File: config.mk
export PLATFORM = sky130hd
export DESIGN_NAME = di_term_router_flat
export DESIGN_NICKNAME = d
export VERILOG_FILES = /design/src/rtl/di_pkg.sv /design/src/rtl/di_term_router_if.sv /design/src/rtl/di_term_decode.sv /design/src/rtl/di_term_router.sv /design/src/flat_wrapper.sv
export SDC_FILE = /design/constraint.sdc
export NUM_CORES = 1
export LEC_CHECK = 0
export ABC_CLOCK_PERIOD_IN_PS = 3100
export BUFFER_PORTS_ARGS = -buffer_cell sky130_fd_sc_hd__buf_2
export CAP_MARGIN = 20
export CORE_UTILIZATION = 35
export CTS_CLUSTER_DIAMETER = 100
export CTS_CLUSTER_SIZE = 28
export DETAILED_ROUTE_END_ITERATION = 8
export PLACE_DENSITY_LB_ADDON = 0.08
export SLEW_MARGIN = 20
export SYNTH_ARGS = -nofsm -noshare
export SYNTH_HDL_FRONTEND = slang
export SYNTH_SLANG_ARGS = --single-unit
File: constraint.sdc
create_clock -name ifclk -period 3.1 [get_ports ifclk]
set_clock_uncertainty 0.2 [all_clocks]
set_input_delay 0.31 -clock ifclk [delete_from_list [all_inputs] [get_ports ifclk]]
set_output_delay 0.31 -clock ifclk [all_outputs]
set_load 0.01 [all_outputs]
File: src/rtl/di_pkg.sv
// Shared constants and FSM state type for the DI terminal router.
package di_pkg;

   localparam logic [15:0] DI_STATUS_OK      = 16'h0000;
   localparam logic [15:0] DI_STATUS_NOTERM  = 16'hFFFF;
   localparam logic [15:0] DI_STATUS_TIMEOUT = 16'hFFFE;
   localparam logic [15:0] DI_FILL_NOTERM    = 16'hAAAA;
   localparam logic [15:0] DI_FILL_TIMEOUT   = 16'hDEAD;

   typedef enum logic [1:0] {
      ST_IDLE = 2'd0,
      ST_RD   = 2'd1,
      ST_WR   = 2'd2,
      ST_TMO  = 2'd3
   } di_state_e;

   function automatic logic [15:0] sat_inc16(input logic [15:0] v);
      return (v == 16'hFFFF) ? v : v + 16'd1;
   endfunction

endpackage

File: src/rtl/di_term_router_if.sv
// Host-side DI bus: transfer modes, per-word strobes, and ready/data/status back.
// Handshake: a word moves in a cycle where the host raises di_read (or di_write)
// while the matching di_*_rdy is high; di_read_req marks the start of a read word.
interface di_term_router_if;

   logic [15:0] di_term_addr;
   logic        di_read_mode;
   logic        di_write_mode;
   logic        di_read_req;
   logic        di_read;
   logic        di_write;
   logic        di_read_rdy;
   logic        di_write_rdy;
   logic [15:0] di_reg_datao;
   logic [15:0] di_transfer_status;

   modport master (
      output di_term_addr, di_read_mode, di_write_mode,
      output di_read_req, di_read, di_write,
      input  di_read_rdy, di_write_rdy, di_reg_datao, di_transfer_status
   );

   modport slave (
      input  di_term_addr, di_read_mode, di_write_mode,
      input  di_read_req, di_read, di_write,
      output di_read_rdy, di_write_rdy, di_reg_datao, di_transfer_status
   );

endinterface

File: src/rtl/di_term_decode.sv
// Address decode and zero-latency terminal mux; lowest matching slot wins.
module di_term_decode
   import di_pkg::*;
#(
   parameter int unsigned              NUM_TERMS  = 4,
   parameter logic [NUM_TERMS*16-1:0]  TERM_ADDRS = {16'd3, 16'd2, 16'd1, 16'd0}
) (
   input  logic [15:0]             addr,
   input  logic                    force_tmo,
   input  logic [NUM_TERMS-1:0]    term_read_rdy,
   input  logic [NUM_TERMS-1:0]    term_write_rdy,
   input  logic [NUM_TERMS*16-1:0] term_datao,
   input  logic [NUM_TERMS*16-1:0] term_status,
   output logic [NUM_TERMS-1:0]    term_sel,
   output logic                    read_rdy,
   output logic                    write_rdy,
   output logic [15:0]             datao,
   output logic [15:0]             status
);

   logic hit;

   always_comb begin
      hit       = 1'b0;
      term_sel  = '0;
      read_rdy  = 1'b1;
      write_rdy = 1'b1;
      datao     = DI_FILL_NOTERM;
      status    = DI_STATUS_NOTERM;
      for (int i = 0; i < NUM_TERMS; i++) begin
         if (!hit && (addr == TERM_ADDRS[16*i +: 16])) begin
            hit         = 1'b1;
            term_sel[i] = 1'b1;
            read_rdy    = term_read_rdy[i];
            write_rdy   = term_write_rdy[i];
            datao       = term_datao[16*i +: 16];
            status      = term_status[16*i +: 16];
         end
      end
      // A timed-out transfer detaches the terminal and keeps the host moving.
      if (force_tmo) begin
         term_sel  = '0;
         read_rdy  = 1'b1;
         write_rdy = 1'b1;
         datao     = DI_FILL_TIMEOUT;
         status    = DI_STATUS_TIMEOUT;
      end
   end

endmodule

File: src/rtl/di_term_router.sv
// DI terminal router: transfer FSM, word counter and optional stall timeout
// (enabled by defining DI_TERM_ROUTER_TIMEOUT_EN).
module di_term_router
   import di_pkg::*;
#(
   parameter int unsigned              NUM_TERMS      = 4,
   parameter logic [NUM_TERMS*16-1:0]  TERM_ADDRS     = {16'd3, 16'd2, 16'd1, 16'd0},
   parameter int unsigned              TIMEOUT_CYCLES = 1024
) (
   input  logic                    ifclk,
   input  logic                    resetb,
   di_term_router_if.slave         host,
   output logic [NUM_TERMS-1:0]    term_sel,
   input  logic [NUM_TERMS-1:0]    term_read_rdy,
   input  logic [NUM_TERMS-1:0]    term_write_rdy,
   input  logic [NUM_TERMS*16-1:0] term_datao,
   input  logic [NUM_TERMS*16-1:0] term_status,
   output logic [31:0]             xfer_words,
   output logic                    timeout_flag,
   output di_state_e               dbg_state
);

   di_state_e   state_q, state_d;
   logic [31:0] xfer_words_q, xfer_words_d;
   logic        sel_rd_rdy, sel_wr_rdy;
   logic        force_tmo;
   logic        start_xfer;
   logic        stall_expired;
   logic        tmo_mode_active;

   // Overrides are suppressed while reset is held so outputs stay pass-through.
   assign force_tmo = resetb && (state_q == ST_TMO);

   di_term_decode #(
      .NUM_TERMS  (NUM_TERMS),
      .TERM_ADDRS (TERM_ADDRS)
   ) u_decode (
      .addr           (host.di_term_addr),
      .force_tmo      (force_tmo),
      .term_read_rdy  (term_read_rdy),
      .term_write_rdy (term_write_rdy),
      .term_datao     (term_datao),
      .term_status    (term_status),
      .term_sel       (term_sel),
      .read_rdy       (sel_rd_rdy),
      .write_rdy      (sel_wr_rdy),
      .datao          (host.di_reg_datao),
      .status         (host.di_transfer_status)
   );

   assign host.di_read_rdy  = sel_rd_rdy;
   assign host.di_write_rdy = sel_wr_rdy;

   assign start_xfer = (state_q == ST_IDLE) && (host.di_read_mode || host.di_write_mode);

`ifdef DI_TERM_ROUTER_TIMEOUT_EN
   localparam logic [15:0] STALL_LIMIT = 16'(TIMEOUT_CYCLES - 1);

   logic [15:0] stall_q, stall_d;
   logic        tmo_rd_q, tmo_rd_d;
   logic        timeout_flag_q, timeout_flag_d;
   logic        in_xfer, cur_rdy, word_strobe;

   assign in_xfer         = (state_q == ST_RD) || (state_q == ST_WR);
   assign cur_rdy         = (state_q == ST_RD) ? sel_rd_rdy : sel_wr_rdy;
   assign word_strobe     = host.di_read_req || host.di_write;
   assign stall_expired   = in_xfer && !cur_rdy && !word_strobe && (stall_q >= STALL_LIMIT);
   assign tmo_mode_active = tmo_rd_q ? host.di_read_mode : host.di_write_mode;

   always_comb begin
      stall_d        = stall_q;
      tmo_rd_d       = tmo_rd_q;
      timeout_flag_d = timeout_flag_q;
      if (start_xfer) begin
         stall_d        = 16'd0;
         tmo_rd_d       = host.di_read_mode;
         timeout_flag_d = 1'b0;
      end else begin
         if (word_strobe) begin
            stall_d = 16'd0;
         end else if (in_xfer && !cur_rdy) begin
            stall_d = sat_inc16(stall_q);
         end
         if ((state_d == ST_TMO) && (state_q != ST_TMO)) begin
            timeout_flag_d = 1'b1;
         end
      end
   end

   always_ff @(posedge ifclk) begin
      if (!resetb) begin
         stall_q        <= 16'd0;
         tmo_rd_q       <= 1'b0;
         timeout_flag_q <= 1'b0;
      end else begin
         stall_q        <= stall_d;
         tmo_rd_q       <= tmo_rd_d;
         timeout_flag_q <= timeout_flag_d;
      end
   end

   assign timeout_flag = timeout_flag_q;
`else
   assign stall_expired   = 1'b0;
   assign tmo_mode_active = 1'b0;
   assign timeout_flag    = 1'b0;
`endif

   always_comb begin
      state_d = state_q;
      case (state_q)
         ST_IDLE: begin
            if (host.di_read_mode) begin
               state_d = ST_RD;
            end else if (host.di_write_mode) begin
               state_d = ST_WR;
            end
         end
         ST_RD: begin
            if (!host.di_read_mode) begin
               state_d = ST_IDLE;
            end else if (stall_expired) begin
               state_d = ST_TMO;
            end
         end
         ST_WR: begin
            if (!host.di_write_mode) begin
               state_d = ST_IDLE;
            end else if (stall_expired) begin
               state_d = ST_TMO;
            end
         end
         ST_TMO: begin
            if (!tmo_mode_active) begin
               state_d = ST_IDLE;
            end
         end
         default: state_d = ST_IDLE;
      endcase
   end

   always_comb begin
      xfer_words_d = xfer_words_q;
      if (start_xfer) begin
         xfer_words_d = 32'd0;
      end else if (((state_q == ST_RD) && host.di_read) ||
                   ((state_q == ST_WR) && host.di_write)) begin
         xfer_words_d = xfer_words_q + 32'd1;
      end
   end

   always_ff @(posedge ifclk) begin
      if (!resetb) begin
         state_q      <= ST_IDLE;
         xfer_words_q <= 32'd0;
      end else begin
         state_q      <= state_d;
         xfer_words_q <= xfer_words_d;
      end
   end

   assign xfer_words = xfer_words_q;
   assign dbg_state  = state_q;

endmodule

File: src/flat_wrapper.sv
// flat-port wrapper written by rule: the top's interface ports become plain ports
module di_term_router_flat import di_pkg::*;
#(
   parameter int unsigned              NUM_TERMS      = 4,
   parameter logic [NUM_TERMS*16-1:0]  TERM_ADDRS     = {16'd3, 16'd2, 16'd1, 16'd0},
   parameter int unsigned              TIMEOUT_CYCLES = 1024
)
  (ifclk, resetb, term_sel, term_read_rdy, term_write_rdy, term_datao, term_status, xfer_words, timeout_flag, dbg_state, host_di_term_addr, host_di_read_mode, host_di_write_mode, host_di_read_req, host_di_read, host_di_write, host_di_read_rdy, host_di_write_rdy, host_di_reg_datao, host_di_transfer_status);
  di_term_router_if host_i ();
  input  logic ifclk;
  input  logic resetb;
  output logic [NUM_TERMS-1:0] term_sel;
  input  logic [NUM_TERMS-1:0] term_read_rdy;
  input  logic [NUM_TERMS-1:0] term_write_rdy;
  input  logic [NUM_TERMS*16-1:0] term_datao;
  input  logic [NUM_TERMS*16-1:0] term_status;
  output logic [31:0] xfer_words;
  output logic timeout_flag;
  output di_state_e dbg_state;
  input wire logic [$bits(host_i.di_term_addr)-1:0] host_di_term_addr;
  input wire logic [$bits(host_i.di_read_mode)-1:0] host_di_read_mode;
  input wire logic [$bits(host_i.di_write_mode)-1:0] host_di_write_mode;
  input wire logic [$bits(host_i.di_read_req)-1:0] host_di_read_req;
  input wire logic [$bits(host_i.di_read)-1:0] host_di_read;
  input wire logic [$bits(host_i.di_write)-1:0] host_di_write;
  output wire logic [$bits(host_i.di_read_rdy)-1:0] host_di_read_rdy;
  output wire logic [$bits(host_i.di_write_rdy)-1:0] host_di_write_rdy;
  output wire logic [$bits(host_i.di_reg_datao)-1:0] host_di_reg_datao;
  output wire logic [$bits(host_i.di_transfer_status)-1:0] host_di_transfer_status;
  assign host_i.di_term_addr = host_di_term_addr;
  assign host_i.di_read_mode = host_di_read_mode;
  assign host_i.di_write_mode = host_di_write_mode;
  assign host_i.di_read_req = host_di_read_req;
  assign host_i.di_read = host_di_read;
  assign host_i.di_write = host_di_write;
  assign host_di_read_rdy = host_i.di_read_rdy;
  assign host_di_write_rdy = host_i.di_write_rdy;
  assign host_di_reg_datao = host_i.di_reg_datao;
  assign host_di_transfer_status = host_i.di_transfer_status;
  di_term_router #(.NUM_TERMS(NUM_TERMS), .TERM_ADDRS(TERM_ADDRS), .TIMEOUT_CYCLES(TIMEOUT_CYCLES)) u_core (.ifclk(ifclk), .resetb(resetb), .host(host_i), .term_sel(term_sel), .term_read_rdy(term_read_rdy), .term_write_rdy(term_write_rdy), .term_datao(term_datao), .term_status(term_status), .xfer_words(xfer_words), .timeout_flag(timeout_flag), .dbg_state(dbg_state));
endmodule
# --- Yosys cells after proc, flatten, opt, wreduce, memory -nomap -nowiden ---
# Cells that the tools add are included.
word_totals:
  elab_cells: 61
  regBits: 34
  out_inout_bits: 73
classes:
  n_mux: 32
  bitwise: 1
  reduce_logical: 16
  n_eq_ne: 9
  add_sub_neg: 1
op_table:
  columns: ["cell", "count"]
  rows:
  - ["two-way mux 16 bit", 10]
  - ["adder 32 x 1 -> 32 bit, second input constant", 1]
  - ["== test 16 x 2 -> 1 bit, second input constant", 2]
  - ["== test 16 x 1 -> 1 bit, second input constant", 1]
  - ["logical NOT 16 bit", 1]
  - ["two-way mux 1 bit", 16]
  - ["two-way mux 2 bit", 4]
  - ["one-hot mux 2 bit (4 select lines)", 1]
  - ["logical AND 1 bit", 7]
  - ["== test 2 bit, second input constant", 2]
  - ["two-way mux 4 bit", 1]
  - ["inequality test 2 bit, second input constant", 2]
  - ["logical NOT 1 bit", 3]
  - ["inequality test 3 bit, second input constant", 1]
  - ["AND reduction 3 bit", 1]
  - ["== test 2 x 1 -> 1 bit, second input constant", 1]
  - ["logical NOT 2 bit", 1]
  - ["logical OR 1 bit", 2]
  - ["OR reduction 2 bit", 1]
  - ["inverter 1 bit", 1]

# --- Logic depth before layout (Yosys ltp) ---
depth:
  depth_word: 12
  depth_mapped: 6
  mapped_depth_nobuf: 5

# --- Modules after synthesis ---
# A second synthesis with hierarchy kept.
hier_totals:
  hier_cells: 340
  hier_area_um2: 2920.3
by_module_without_submodules:
  columns: ["mod", "instances", "seq_area_each_um2", "cells_per_inst", "area_each_um2"]
  rows:
  - ["di_term_router", 1, 680.7, 202, 1701.6]
  - ["di_term_decode", 1, 0.0, 138, 1218.7]

# --- Worst setup path before layout ---
# OpenSTA, ideal clock, no wires.
synth_path:
  path_type: "reg-to-output"
  start: "register u_core.state_q[1], in the netlist u_core.dbg_state[1]"
  end: "output port host_di_reg_datao[3]"
  required_time_ns: 2.590
  arrival_time_ns: 1.585
  slack_ns: 1.005
  path_stages_with_launch: 6
  n_path_buf: 2
  path_cell_list: "dfxtp_1 -> nand3_1 -> nand2b_1 -> clkbuf_1 -> clkbuf_1 -> a211o_1"
synth_between:
  elab_chain_len: 3
synth_rtl:
  columns: ["element", "line_no", "text"]
  rows:
  - ["start: declaration", "di_term_router.sv:23", "di_state_e state_q, state_d;"]
  - ["start signal: assignment", "di_term_router.sv:157", "state_q <= state_d;"]
  - ["== test 2 bit", "di_term_router.sv:32", "assign force_tmo = resetb && (state_q == ST_TMO);"]
  - ["logical AND 1 bit", "di_term_router.sv:32", null]
  - ["two-way mux 16 bit", "di_term_decode.sv:41", "if (force_tmo) begin"]
  - ["end: declaration", "flat_wrapper.sv:28", "output wire logic [$bits(host_i.di_reg_datao)-1:0] host_di_reg_datao;"]
# No other way between the ends.

# --- Final worst setup path ---
layout_path:
  start: "input port host_di_term_addr[3]"
  end: "output port host_di_transfer_status[11]"
layout_between:
  elab_chain_len: 12
  word_cells_on_any_way: 18
  cone_classes: "3 x eq/ne; 8 x mux; 7 x reduce/logical"
layout_rtl:
  columns: ["element", "line_no", "text"]
  rows:
  - ["start: declaration", "flat_wrapper.sv:20", "input wire logic [$bits(host_i.di_term_addr)-1:0] host_di_term_addr;"]
  - ["logical NOT 16 bit", "di_term_decode.sv:31", "if (!hit && (addr == TERM_ADDRS[16*i +: 16])) begin"]
  - ["two-way mux 1 bit", "di_term_decode.sv:31", null]
  - ["logical NOT 1 bit", "di_term_decode.sv:31", null]
  - ["logical AND 1 bit", "di_term_decode.sv:31", null]
  - ["two-way mux 1 bit", "di_term_decode.sv:31", null]
  - ["logical NOT 1 bit", "di_term_decode.sv:31", null]
  - ["logical AND 1 bit", "di_term_decode.sv:31", null]
  - ["two-way mux 1 bit", "di_term_decode.sv:31", null]
  - ["logical NOT 1 bit", "di_term_decode.sv:31", null]
  - ["logical AND 1 bit", "di_term_decode.sv:31", null]
  - ["two-way mux 16 bit *", "di_term_decode.sv:31", null]
  - ["two-way mux 16 bit *", "di_term_decode.sv:41", null]
  - ["end: declaration", "flat_wrapper.sv:29", "output wire logic [$bits(host_i.di_transfer_status)-1:0] host_di_transfer_status;"]
# Mark *: on every way between the ends. The rest lies on a longest branch, timed or not.

==> impl_metrics.py <==
metrics = {
    "clocking": {
        "post_cts_buffers": 0,
        "htreeDepth": 2,
        "cts_tree": "done",
        "cts.repair.resized": 0,
        "cts_hold_buf": 0,
        "ctsLongestPathBuffers": 2,
        "cts_buffers": 5,
        "cts_sinks": 34,
        "root_buffer": "clkbuf_8",
        "insertion_delay_ns": 0.30,
        "clkTransAtPathRegs_ns": 0.06,
    },
    "worst_setup_path": {
        "critPathBufInv": 3,
        "crit_required_ns": 2.59,
        "crit_family": "simple AND/OR/NAND/NOR gates",
        "arrival_ns": 1.96,
        "cp_slowest_cell": "nand4_1",
        "cpMostUsedCell": "buf_2",
        "slowest_delay_ns": 0.35,
        "crit_chain": "buf_2 > nor4_1 > nand4_1 > nand2b_1 > buf_4 > a211o_1 > buf_2",
        "start_kind": "input port",
        "critPathMaxFanout": 29,
        "crit_type": "input port to output port",
        "end_kind": "output port",
    },
    "yosys": {
        "synth_seq_cells": 34,
        "syn-num-nets": 512,
        "avgSynthCellArea_sq_um": 7.98,
        "yosysMostFrequentCell": "nand2_1",
        "syn_area_sq_um": 2810,
        "synth_top_area_cell": "dfxtp_1",
        "ys_warn_count": 0,
        "ys_async_sr_fraction_pct": 0,
        "synth_edf_count": 0,
        "synth.area.top_cells": "dfxtp_1 24%, mux2i_1 9.6%, a211o_1 7.5%",
        "synth_cell_types": 46,
        "synth_common_cells": "39 x nand2_1, 34 x dfxtp_1, 33 x o21ai_0, 27 x mux2i_1, 24 x a211o_1",
        "synth_top_area_share_pct": 24.2,
        "yosysSeqAreaShare_pct": 24.2,
        "netlist_instances": 352,
        "synth-main-ff-cell": "dfxtp_1",
    },
    "power_and_ir_drop": {
        "powerDensity_nw_per_um2": 260,
        "clockPowerShare_pct": 38.0,
        "leakagePower_nw": 1.87,
        "p_sw_mw": 0.280,
        "combinationalPowerShare_pct": 21.2,
        "p_seq_share_pct": 40.8,
        "finalPower_mw": 1.08,
        "p_int_mw": 0.804,
        "vdd_drop_max_uv": 193,
        "switching_share_pct": 25.8,
    },
    "die": {
        "ioPinCount": 232,
        "die_area_sq_um": 8390,
        "die_y_um": 91.6,
        "dieWidth_um": 91.6,
        "start_util_pct": 36.4,
        "fp.coreArea_sq_um": 7730,
        "rows": 32,
    },
    "placed_design": {
        "place_ws_ns": 0.667,
        "gp_congestion": 0.948,
        "dp_hpwl_mm": 8.57,
        "port_buffers": 229,
    },
    "sta": {
        "final_hold_viol_count": 0,
        "worst_slew_pin_slew_ns": 0.757,
        "fmax_ghz": 0.405,
        "finalCritPeriodShare_pct": 79.7,
        "final_max_slew_viol_count": 0,
        "setup_viol": 0,
        "postLayoutSetupSlackWorst_ns": 0.630,
        "grt_setup_unrepaired": "no",
        "fin_tns_setup_ns": 0,
        "relSlewSlack_pct": 48.2,
        "period_needed_ns": 2.47,
    },
    "final_layout": {
        "fillers": 788,
        "fin_nets": 731,
        "register_area_sq_um": 681,
        "n_antenna_cell": 0,
        "multi_input_area_sq_um": 1990,
        "drive_above_1_share_pct": 45.8,
        "syn_to_final_growth_pct": 48.7,
    },
    "outcome": {
        "status": "complete, no violations",
    },
    "route": {
        "dr_wl_met2_mm": 5.43,
        "ant_nets": 0,
        "drt_iter0_markers": 93,
        "vias": 3562,
        "topRoutingLayerUsed": "met4",
        "wl_mm": 10.6,
        "wl_met3_um": 505,
        "viasPerCell": 5.28,
        "wire_per_inst_um": 15.7,
        "dr.pass1.iters": 5,
        "drc": 0,
        "met1Wirelength_mm": 4.51,
    },
    "hold_path": {
        "hold_class": "input port to flip-flop",
    },
    "global_route": {
        "grt_max_degree": 30,
        "grt_pass1_wl_mm": 16.3,
        "antenna_found_initial": 0,
        "grt.total_usage_pct": 24.5,
        "first_global_vias": 3222,
        "grt_overflow": 0,
    },
    "run": {
        "max-cap-violations": 0,
    },
}
==> layout by cell type, fill, tap and decap left out, types with 3 or more instances in the layout <==
master / count
nand3b_1: 3
nor2_1: 13
nand3_1: 13
a21oi_1: 18
a211oi_1: 3
inv_1: 10
o21a_1: 3
buf_2: 229
and4_1: 3
mux2i_1: 27
a211o_1: 24
o31ai_1: 12
nand2b_1: 6
mux4_2: 8
or3_1: 5
nand2_1: 39
dfxtp_1: 34
or4_1: 11
a2111oi_0: 3
buf_4: 9
o22ai_1: 3
nand4_1: 5
mux2_2: 3
xnor2_1: 8
o21ai_0: 33
clkbuf_8: 5
nor3_1: 8
nor4_1: 6
==> metrics by stage <==
step | hold WS (ns) | cells | util (%) | cell area, sq um
after floorplan | 0.228 | 352 | - | 2810
after global placement | 0.252 | 666 | 52.7 | 4070
after detailed placement | 0.265 | 666 | 52.7 | 4070
after CTS | 0.0527 | 674 | 54.1 | 4180
after global routing | 0.0595 | 674 | 54.1 | 4180
final | 0.0601 | 674 | 54.1 | 4180
==> power groups by stage <==
stage | Clock [mW] | Sequential (mW) | Combinational (mW)
floorplan | 0 | 0.452 | 0.103
detailed placement | 0 | 0.453 | 0.231
CTS | 0.418 | 0.443 | 0.232
global route | 0.437 | 0.443 | 0.254
finish | 0.412 | 0.443 | 0.230
global placement | 0 | 0.453 | 0.226
==> layout make-up <==
class,instances,share of cell area [%]
Sequential cell,34,16.3
Multi-Input combinational cell,281,47.6
Clock inverter,3,0.958
Tap cell,102,3.05
Inverter,10,0.898
Timing Repair Buffer,239,29.5
Clock buffer,5,1.65
==> cells by family (layout without fill, tap and decap cells) <==
| logic type | Yosys count | count (layout) | synth area share, % |
|---|---|---|---|
| compound gates | 105 | 105 | 24.9 |
| xor+xnor | 10 | 10 | 3.12 |
| fa+ha+maj | 1 | 1 | 0.445 |
| buf+inv | 37 | 257 | 5.57 |
| flops | 34 | 34 | 24.2 |
| mux | 38 | 38 | 17.2 |
| other cells | 1 | 1 | 0.133 |
| simple gates | 126 | 126 | 24.4 |
==> worst register-to-register path: cells and delay by family (launching register included) <==
kind | cells | cell delay [ns]
buffers and inverters | 1 | 0.18
flip-flops | 1 | 0.51
AO/OA/AOI/OAI | 2 | 0.72
AND/OR/NAND/NOR | 2 | 0.71
==> registers in the layout (all words and copies together) (netlist names) <==
name	count
u_core.xfer_words	32
u_core.dbg_state	2
==> path summary, 6_finish.rpt <==
path                                      end                   from  depth (start not counted)  slack [ns]
setup reg to reg        u_core.xfer_words[29]    u_core.dbg_state[0]                          5        0.72
hold reg to reg         u_core.xfer_words[31]  u_core.xfer_words[31]                          2        0.28
hold / removal            u_core.dbg_state[1]     host_di_write_mode                          3        0.06
setup / recovery  host_di_transfer_status[11]   host_di_term_addr[3]                          7        0.63
==> per-layer routing <==
metal / GRT usage [%] / vias to the layer above
li1: - / 1778
met1: 32.1 / 1660
met2: 42.1 / 113
met3: 3.10 / 11
met4: 6.61 / 0
met5: 0 / -
Note: power is estimated with default switching activity, not from simulation.
